## src/rtl/data_sram_arbiter_pkg.sv

```systemverilog
// Shared encodings and payload types for the data SRAM arbiter.
// Build option DATA_SRAM_ARB_STARVE_GUARD_EN selects the DMA starvation guard.
package data_sram_arbiter_pkg;

  localparam int unsigned ARB_ADDR_W = 32;
  localparam int unsigned ARB_DATA_W = 32;
  localparam int unsigned ARB_WEN_W  = 4;
  localparam int unsigned ARB_CNT_W  = 4;

  localparam logic ARB_OWNER_PIPE = 1'b0;
  localparam logic ARB_OWNER_DMA  = 1'b1;

  typedef enum logic {
    ARB_NORMAL    = 1'b0,
    ARB_FORCE_DMA = 1'b1
  } arb_state_e;

  typedef struct packed {
    logic [ARB_WEN_W-1:0]  wen;
    logic [ARB_ADDR_W-1:0] addr;
    logic [ARB_DATA_W-1:0] wdata;
  } arb_req_t;

  // An access with no byte enables is a read.
  function automatic logic arb_is_read(input logic [ARB_WEN_W-1:0] wen);
    return (wen == '0);
  endfunction

endpackage

```

## src/rtl/data_sram_arbiter_starve_guard.sv

```systemverilog
// Starvation guard: counts pipeline wins against a waiting DMA request and
// forces the DMA through once STARVE_LIMIT consecutive wins have been seen.
module arb_starve_guard
  import data_sram_arbiter_pkg::*;
#(
  parameter int unsigned STARVE_LIMIT = 4
) (
  input  logic clk,
  input  logic reset,
  input  logic dma_req,
  input  logic pipe_gnt,
  input  logic dma_gnt,
  output logic force_dma
);

  localparam logic [ARB_CNT_W-1:0] LIMIT = ARB_CNT_W'(STARVE_LIMIT);

  arb_state_e           state, state_nxt;
  logic [ARB_CNT_W-1:0] starve_cnt, starve_cnt_nxt;

  always_ff @(posedge clk or posedge reset) begin
    if (reset) begin
      state      <= ARB_NORMAL;
      starve_cnt <= '0;
    end else begin
      state      <= state_nxt;
      starve_cnt <= starve_cnt_nxt;
    end
  end

  // The counter is examined post-update so the DMA wins right after the Nth pipeline win.
  always_comb begin
    state_nxt      = state;
    starve_cnt_nxt = starve_cnt;
    if (!dma_req || dma_gnt) begin
      starve_cnt_nxt = '0;
    end else if (pipe_gnt && (starve_cnt != LIMIT)) begin
      starve_cnt_nxt = starve_cnt + ARB_CNT_W'(1);
    end
    case (state)
      ARB_NORMAL: begin
        if (dma_req && (starve_cnt_nxt == LIMIT)) state_nxt = ARB_FORCE_DMA;
      end
      ARB_FORCE_DMA: begin
        if (!dma_req || dma_gnt) state_nxt = ARB_NORMAL;
      end
      default: state_nxt = ARB_NORMAL;
    endcase
  end

  assign force_dma = (state == ARB_FORCE_DMA);

endmodule

```

## src/rtl/data_sram_arbiter.sv

```systemverilog
// Data SRAM port arbiter between the pipeline and the DMA/debug master.
// Define DATA_SRAM_ARB_STARVE_GUARD_EN to bound DMA wait time; otherwise the pipeline always wins.
module data_sram_arbiter
  import data_sram_arbiter_pkg::*;
#(
  parameter int unsigned STARVE_LIMIT = 4
) (
  input  logic                  clk,
  input  logic                  reset,
  input  logic                  pipe_req,
  input  logic [ARB_WEN_W-1:0]  pipe_wen,
  input  logic [ARB_ADDR_W-1:0] pipe_addr,
  input  logic [ARB_DATA_W-1:0] pipe_wdata,
  output logic                  pipe_gnt,
  output logic                  pipe_rvalid,
  output logic [ARB_DATA_W-1:0] pipe_rdata,
  input  logic                  dma_req,
  input  logic [ARB_WEN_W-1:0]  dma_wen,
  input  logic [ARB_ADDR_W-1:0] dma_addr,
  input  logic [ARB_DATA_W-1:0] dma_wdata,
  output logic                  dma_gnt,
  output logic                  dma_rvalid,
  output logic [ARB_DATA_W-1:0] dma_rdata,
  output logic                  data_sram_en,
  output logic [ARB_WEN_W-1:0]  data_sram_wen,
  output logic [ARB_ADDR_W-1:0] data_sram_addr,
  output logic [ARB_DATA_W-1:0] data_sram_wdata,
  input  logic [ARB_DATA_W-1:0] data_sram_rdata
);

  if ((STARVE_LIMIT < 1) || (STARVE_LIMIT > 15)) begin : g_bad_limit
    $error("data_sram_arbiter: STARVE_LIMIT must be in 1..15");
  end

  logic     force_dma;
  logic     granted;
  arb_req_t pipe_pl, dma_pl, sel_pl;
  logic     resp_valid;
  logic     resp_owner;

`ifdef DATA_SRAM_ARB_STARVE_GUARD_EN
  arb_starve_guard #(
    .STARVE_LIMIT(STARVE_LIMIT)
  ) u_starve_guard (
    .clk      (clk),
    .reset    (reset),
    .dma_req  (dma_req),
    .pipe_gnt (pipe_gnt),
    .dma_gnt  (dma_gnt),
    .force_dma(force_dma)
  );
`else
  assign force_dma = 1'b0;
`endif

  // Grants are same-cycle; both are held low while reset is asserted.
  assign pipe_gnt = ~reset & pipe_req & ~(force_dma & dma_req);
  assign dma_gnt  = ~reset & dma_req & (force_dma | ~pipe_req);
  assign granted  = pipe_gnt | dma_gnt;

  assign pipe_pl = '{wen: pipe_wen, addr: pipe_addr, wdata: pipe_wdata};
  assign dma_pl  = '{wen: dma_wen,  addr: dma_addr,  wdata: dma_wdata};

  always_comb begin
    sel_pl          = pipe_pl;
    if (dma_gnt) sel_pl = dma_pl;
    data_sram_en    = granted;
    data_sram_wen   = granted ? sel_pl.wen : '0;
    data_sram_addr  = sel_pl.addr;
    data_sram_wdata = sel_pl.wdata;
  end

  // Remember who issued the read so next cycle's data is steered back to them.
  always_ff @(posedge clk or posedge reset) begin
    if (reset) begin
      resp_valid <= 1'b0;
      resp_owner <= ARB_OWNER_PIPE;
    end else begin
      resp_valid <= granted & arb_is_read(sel_pl.wen);
      resp_owner <= dma_gnt ? ARB_OWNER_DMA : ARB_OWNER_PIPE;
    end
  end

  assign pipe_rvalid = ~reset & resp_valid & (resp_owner == ARB_OWNER_PIPE);
  assign dma_rvalid  = ~reset & resp_valid & (resp_owner == ARB_OWNER_DMA);
  assign pipe_rdata  = data_sram_rdata;
  assign dma_rdata   = data_sram_rdata;

endmodule
```

## config.mk

```make
export PLATFORM = sky130hd
export DESIGN_NAME = data_sram_arbiter
export DESIGN_NICKNAME = d
export VERILOG_FILES = /design/src/rtl/data_sram_arbiter_pkg.sv /design/src/rtl/data_sram_arbiter_starve_guard.sv /design/src/rtl/data_sram_arbiter.sv
export SDC_FILE = /design/constraint.sdc
export NUM_CORES = 1
export LEC_CHECK = 0
export ABC_AREA = 1
export BUFFER_PORTS_ARGS = -buffer_cell sky130_fd_sc_hd__buf_2
export CORE_AREA = 2 2 118 120
export CTS_BUF_LIST = sky130_fd_sc_hd__clkbuf_16
export CTS_CLUSTER_SIZE = 10
export DETAILED_ROUTE_END_ITERATION = 8
export DIE_AREA = 0 0 120 122
export MAX_ROUTING_LAYER = met4
export PLACE_DENSITY = 0.51
export SYNTH_ARGS = -nofsm -noshare
export SYNTH_HDL_FRONTEND = slang
export SYNTH_SLANG_ARGS = --single-unit
```

## constraint.sdc

```tcl
create_clock -name clk -period 1.05 [get_ports clk]
set_clock_uncertainty 0.2 [all_clocks]
set_input_delay 0.105 -clock clk [delete_from_list [all_inputs] [get_ports clk]]
set_output_delay 0.105 -clock clk [all_outputs]
set_load 0.1 [all_outputs]
```

==> results of run 1 <==
==> sequential cells by signal, indices dropped and copies added, names as in the netlist <==
signal	flops
resp_valid	1
resp_owner	1
==> worst max-delay path, stage by stage <==
cell and delay (ns):
buf_8 0.11, inv_12 0.05, nand3_4 0.08, buf_12 0.15
buf_6 0.16, clkbuf_16 0.19, nand2_2 0.11, nand2_8 0.05
buf_12 0.16
==> worst max path at each step <==
stage | from | end | slack [ns] | cells after the start
2_1_floorplan | pipe_req | data_sram_wen[0] | -0.64 | 4
3_3_place_gp | pipe_req | data_sram_wdata[3] | -0.51 | 7
3_5_place_dp | pipe_req | data_sram_wdata[28] | -0.53 | 7
4_1_cts | reset | data_sram_wdata[11] | -0.45 | 10
5_1_grt | pipe_req | data_sram_wdata[11] | -0.48 | 10
6_report | pipe_req | data_sram_addr[27] | -0.44 | 9
==> cells by family (layout without fill, tap and decap cells) <==
group / after synthesis / count (layout) / share of synthesized area [%]
AO/OA/AOI/OAI: 3 / 3 / 0.979
AND/OR/NAND/NOR: 213 / 213 / 53.5
buffers and inverters: 89 / 273 / 42.3
flip-flops: 2 / 2 / 3.27
==> placed cells by master, fill, tap and decap left out <==
| cell type | instances |
|---|---|
| clkbuf_16 | 7 |
| buf_6 | 7 |
| buf_12 | 81 |
| nor2_2 | 2 |
| dfrtp_1 | 2 |
| o21ai_4 | 1 |
| inv_1 | 5 |
| dlygate4sd3_1 | 1 |
| buf_8 | 3 |
| inv_4 | 2 |
| nor2_1 | 1 |
| nand2_8 | 112 |
| buf_2 | 136 |
| buf_4 | 14 |
| o21ai_2 | 1 |
| nand3_1 | 2 |
| nor2_4 | 6 |
| inv_6 | 1 |
| buf_16 | 12 |
| inv_2 | 1 |
| nand3_4 | 1 |
| nand3b_1 | 1 |
| a21oi_4 | 1 |
| nand2_4 | 50 |
| nand2_1 | 5 |
| nand2_2 | 33 |
| inv_12 | 3 |
==> report_power, final <==
group	total (mW)	leakage, nW	internal, mW	switching [mW]
clock network	0.566	0.0370	0.484	0.0821
logic	4.35	2.82	1.67	2.67
registers	0.0818	0.0274	0.0798	0.00204
==> timing repair <==
action	CTS	global route
setup buffers	12	4
hold endpoints to repair	2	0
hold buffers	1	0
pin swaps	30	10
endpoints found under the setup margin	74	74
cloned	7	4
gates resized for setup	130	22
==> metal layers <==
layer  track usage, %  share of wire [%]
met5                -                  0
met2             26.3                 60
met4             3.09                1.7
met1             12.0                 30
met3             2.76                7.7
==> stage by stage <==
stage / TNS, ns / hold WS, ns / setup WS (ns)
3_5_place_dp: -34.38 / -0.106 / -0.532
5_1_grt: -30.24 / 0.0103 / -0.476
2_1_floorplan: -19.32 / -0.359 / -0.642
4_1_cts: -27.27 / 0.0110 / -0.447
6_report: -27.24 / 0.0100 / -0.438
3_3_place_gp: -33.00 / -0.105 / -0.508
==> final cells by class <==
type	count	area [sq um]
fillers	1195	6900
flip-flops and latches	2	50.0
clock buffers	3	75.1
multi-input cells	216	3190
well taps	180	225
inverters	11	76.3
repair buffers	258	2970
repair inverters	1	16.3
==> flow_summary.ini, run 1 <==
[run_status]
status = finished with violations
violations = negative setup slack

[global_routing]
groute.usage.overall_pct = 12.9
grt_pass1_wl_um = 14600
grt_pass1_vias = 2977
antenna_found_initial = 0
gr-total-overflow = 0
grt_max_degree = 19

[die]
dieArea_sq_mm = 0.0146
ios = 309
core-area_sq_mm = 0.0135
dieWidth_um = 120
fp-row-count = 43
start_util_pct = 11.3
die_h_um = 122

[clock_network]
cts-buffers-inserted = 3
cts_tree = yes
cts_buffer_depth = 2
cts-root-buf = clkbuf_16
cts.htree.levels = 1
numClockSinks = 2

[place]
place_area_sq_mm = 0.00550
portBuffers = 212
dp_cells = 643
dpl.hpwl_um = 7630
place.gp.congestion = 0.734

[route]
drt-pass1-iter-count = 4
ant_nets = 0
drc = 0
routed_wirelength_um = 9760
wl_per_cell_um = 14.5
num_vias = 2618
routed_via_density = 3.90
drtIter0Drc = 39

[logic_synthesis]
yosysMostFrequentCell = nand2_1
synth_edf_count = 0
synth_area_leaders = nand2_1 49%, buf_4 34%, buf_6 5.1%, dfrtp_1 3.3%, nor2_1 2.2%
synth_cell_types = 13
synth_common_cells = 200 x nand2_1, 69 x buf_4, 9 x nor2_1
synth_warnings = 0
syn_area_sq_mm = 0.00153
synth_top_area_share_pct = 49.0
ys_ff_latch = 2
synth.net_count = 479
synth.avg_cell_area_sq_um = 4.99
netlist_instances = 307
ys_seq_area_share_pct = 3.27
yosysTopAreaCell = nand2_1
synth_ff_type = dfrtp_1
synthArstFlopShare_pct = 100

[finish]
areaGrowthSynthToFinish_pct = 331
diodes = 0
layout-drive-gt1-share_pct = 96.5
final_core_util_pct = 48.9
final_cells = 671
fin_area_sq_mm = 0.00661
fin_nets = 665

[sta]
report.final.slew_viol_count = 0
rsz0062_at_grt = true
min_period_ns = 1.49
layout_setup_ws_ns = -0.438
hold_viol = 0
slew_headroom_pct = 87.4
max_slew.worst_pin.slew_ns = 0.188
max_clock_freq_mhz = 672
setup_violations = 73
period_share_pct = 142

[power]
fin_total_pwr_mw = 5.00
ir_drop_mv = 0.394
p_leak_nw = 2.89
p_per_area_mw_per_mm2 = 756

[worst_setup_path]
cp.required_ns = 0.74
worstSetupPathType = in2out
worstPathArrival_ns = 1.18
startpoint_type = input pin
crit_fanout = 9
crit_path_end_kind = output pin

[hold_path]
min_to = dma_rdata[17]
hp-class = in2out
hold_depth = 0
worstHoldStart = data_sram_rdata[17]

[job]
drv_cap = 0
Power figures use the tool's default switching activity.
==> run 2, diff against run 1 <==
- CORE_AREA: 2 2 118 120 -> 2 2 121 123
- DIE_AREA: 0 0 120 122 -> 0 0 123 125
- PLACE_DENSITY: 0.51 -> 0.49
- clock period: 1.05 -> 1.85 ns (I/O delays scaled with it)
==> flow_summary.ini, run 2 <==
[run_status]
status = aborted with a tool error
failed_stage = detailed routing
error_line = [ERROR DRT-0255] Maze Route cannot find path of net data_sram_rdata[5] in worker of routeBox ( 96600 0 ) ( 123000 48300 ).

[die]
dieWidth_um = 123
fp-row-count = 44
die_h_um = 125
start_util_pct = 10.8
ios = 309

[logic_synthesis]
synth_warnings = 0
ys_seq_area_share_pct = 3.27
synth.net_count = 479
syn_area_sq_mm = 0.00153
synth_ff_type = dfrtp_1
synth_top_family_by_area = simple AND/OR/NAND/NOR gates
netlist_instances = 307
synthSimpleGateAreaFrac_pct = 53.5
muxShareOfSynthArea_pct = 0
synthArstFlopShare_pct = 100
synth.avg_cell_area_sq_um = 4.99
synth_top_area_share_pct = 49.0
synth_edf_count = 0
yosysMostFrequentCell = nand2_1
synth_area_leaders = nand2_1 49%, buf_4 34%, buf_6 5.1%, dfrtp_1 3.3%, nor2_1 2.2%
synth_common_cells = 200 x nand2_1, 69 x buf_4, 9 x nor2_1
synth_compound_gate_area_share_pct = 0.980
yosys.area_share.xor_xnor_pct = 0
synth_fa_ha_area_share_pct = 0
ys_ff_latch = 2
synth_cell_types = 13
yosysTopAreaCell = nand2_1

[place]
place_area_sq_mm = 0.00343
place.gp.congestion = 0.756
dpl_worst_slack_ns = 0.116
dpl.hpwl_um = 5710
dp_cells = 630
portBuffers = 212

[clock_network]
postCtsSetupBuffers = 0
cts_buffer_depth = 2
cts.htree.levels = 1
cts-buffers-inserted = 3
cts-root-buf = clkbuf_16
cts_resized = 0
ctsHoldBuffers = 1
numClockSinks = 2

[global_routing]
antenna_found_initial = 0
grt_pass1_vias = 2114
grt_max_degree = 40
groute.usage.overall_pct = 8.31
grt_pass1_wl_um = 10100
gr-total-overflow = 0
[run 2: cell counts after synthesis]
Identical to the previous run, type by type.
[run 2: per-stage QoR]
| step | TNS [ns] | hold slack [ns] | utilization (%) |
|---|---|---|---|
| floorplan | -0.324 | -0.263 | - |
| detailed placement | 0 | -0.0886 | 24.1 |
| CTS | 0 | 0.138 | 24.7 |
| global route | 0 | 0.166 | 24.7 |
| global placement | 0 | -0.0923 | 24.1 |
[run 2: kinds of logic after synthesis]
logic type / after synthesis
AOI/OAI and AO/OA: 3
and+or+nand+nor: 213
DFF: 2
buffers and inverters: 89
[run 2: routing by layer]
metal	track usage [%]
met5	-
met4	3.34
met3	3.19
met2	13.6
met1	8.94
==> run 3, diff against run 2 <==
- CTS_BUF_LIST: sky130_fd_sc_hd__clkbuf_16 -> not set
- CTS_CLUSTER_SIZE: 10 -> not set
- MAX_ROUTING_LAYER: met4 -> not set
- PLACE_DENSITY: 0.49 -> not set
- PLACE_DENSITY_LB_ADDON: not set -> 0.15
==> flow_summary.ini, run 3 (synthesized netlist as in run 1, its figures left out) <==
[global_routing]
antenna_found_initial = 0
grt_use_met3_pct = 2.42
grt_max_degree = 43
gr-total-overflow = 0
met2_usage_pct = 14.7
busiest_layer = met2
gr-usage-met1_pct = 8.30
grt_pass1_vias = 2116
groute.usage.overall_pct = 7.86
grt_pass1_wl_um = 9960

[place]
dpl_worst_slack_ns = 0.0752
dp_cells = 629
dpl.hpwl_um = 5700
place_area_sq_mm = 0.00342
place.gp.congestion = 0.717
portBuffers = 212

[clock_network]
cts-root-buf = clkbuf_16
numClockSinks = 2
cts-buffers-inserted = 3
cts_tree = yes
cts_buffer_depth = 2
clkSlewWorstSetupHoldPaths_ns = 0.03
cts.htree.levels = 1

[die]
start_util_pct = 10.8
die_h_um = 125
core-area_sq_mm = 0.0142
fp-row-count = 44
ios = 309
dieWidth_um = 123
dieArea_sq_mm = 0.0154

[power]
ir_drop_mv = 0.385
swShare_pct = 56.1
p_per_area_mw_per_mm2 = 603
power_frac_clock_pct = 15.5
p_comb_share_pct = 82.3
p_leak_nw = 1.97
pwr-share-seq_pct = 2.2
p_sw_mw = 1.19
p_int_mw = 0.928

[worst_setup_path]
slowest_stage = o21ai_0
critical_path.max_stage_delay_ns = 0.36
worstSetupPathType = in2out
crit_top_cell = buf_12
crit_fanout = 31
worstPathArrival_ns = 1.33
cp.required_ns = 1.46
path_cells = buf_2, inv_2, nand3_4, buf_12, o21ai_0, nor2_4, buf_12
crit_path_end_kind = output pin
startpoint_type = input pin

[finish]
fin_area_sq_mm = 0.00350
diodes = 0
final_common_cell = nand2_1
nFillCells = 1589
register_area_sq_um = 50.0
layout_common_cells = 191 x nand2_1, 142 x buf_2, 73 x buf_12
areaGrowthSynthToFinish_pct = 129
top_regs = resp_owner: 1 flops, resp_valid: 1 flops
multi_input_area_sq_um = 901
fin_nets = 623
final_cells = 633
layout-drive-gt1-share_pct = 53.5

[route]
routed_via_density = 3.49
drc = 0
routed_wirelength_um = 6780
num_vias = 2208
ant_nets = 0
wl_per_cell_um = 10.7
drtIter0Drc = 31
drt-pass1-iter-count = 4

[sta]
finalSetupTns_ns = 0
setup_violations = 0
timing.hold.ws_ns = 0.115
max_clock_freq_mhz = 582
report.final.slew_viol_count = 0
min_period_ns = 1.72
period_share_pct = 92.8
hold_viol = 0
max_slew.worst_pin.slew_ns = 0.496
rsz0062_at_grt = false
slew_headroom_pct = 67.1
layout_setup_ws_ns = 0.133

[run_status]
status = completed

[job]
drv_cap = 0

[hold_path]
worstHoldStart = dma_wen[1]
min_to = resp_valid$_DFF_PP0_
hp-class = in2reg
hold_depth = 4
-- run 3: area by class of cell --
type	count	area share [%]
well taps	184	6.57
multi-input cells	216	25.7
inverters	11	1.68
clock buffers	3	2.14
repair buffers	217	62.5
flip-flops and latches	2	1.43
-- run 3: worst max-delay path: cells and delay by family --
kind / cells / cell delay (ns)
simple gates: 2 / 0.19
compound gates: 1 / 0.36
buf+inv: 4 / 0.59
-- run 3: worst max path at each step --
stage,from,end,slack [ns],depth (start not counted)
finish,reset,data_sram_wen[3],0.13,7
global route,reset,data_sram_addr[15],0.04,8
CTS,reset,data_sram_wen[1],0.1,7
detailed placement,reset,data_sram_wen[1],0.08,7
global placement,reset,data_sram_addr[11],0.12,8
floorplan,resp_owner$_DFF_PP0_,pipe_rvalid,-0.16,1
-- run 3: timing repair --
action | in CTS | in global routing
setup endpoints to repair | 0 | 1
buffers inserted | 0 | 0
hold buffers | 1 | 0
hold endpoints to repair | 2 | 0
gates resized for setup | 0 | 1
-- run 3: power by group through the flow --
stage	combinational, mW	sequential [mW]	clock (mW)
finish	1.74	0.0457	0.328
floorplan	1.69	0.0461	0
CTS	1.76	0.0458	0.334
global placement	1.75	0.0462	0
detailed placement	1.75	0.0462	0
global route	1.81	0.0459	0.338
-- run 3: layer usage --
layer,up-vias,routed length [um]
met3,19,928
met5,-,0
met4,0,103
met2,148,3390
met1,915,2360
li1,1126,-
-- run 3: per-stage QoR --
stage | power, mW | utilization (%)
6_report | 2.11 | 24.7
5_1_grt | 2.19 | 24.7
3_3_place_gp | 1.79 | 24.1
3_5_place_dp | 1.80 | 24.1
2_1_floorplan | 1.74 | -
4_1_cts | 2.14 | 24.7
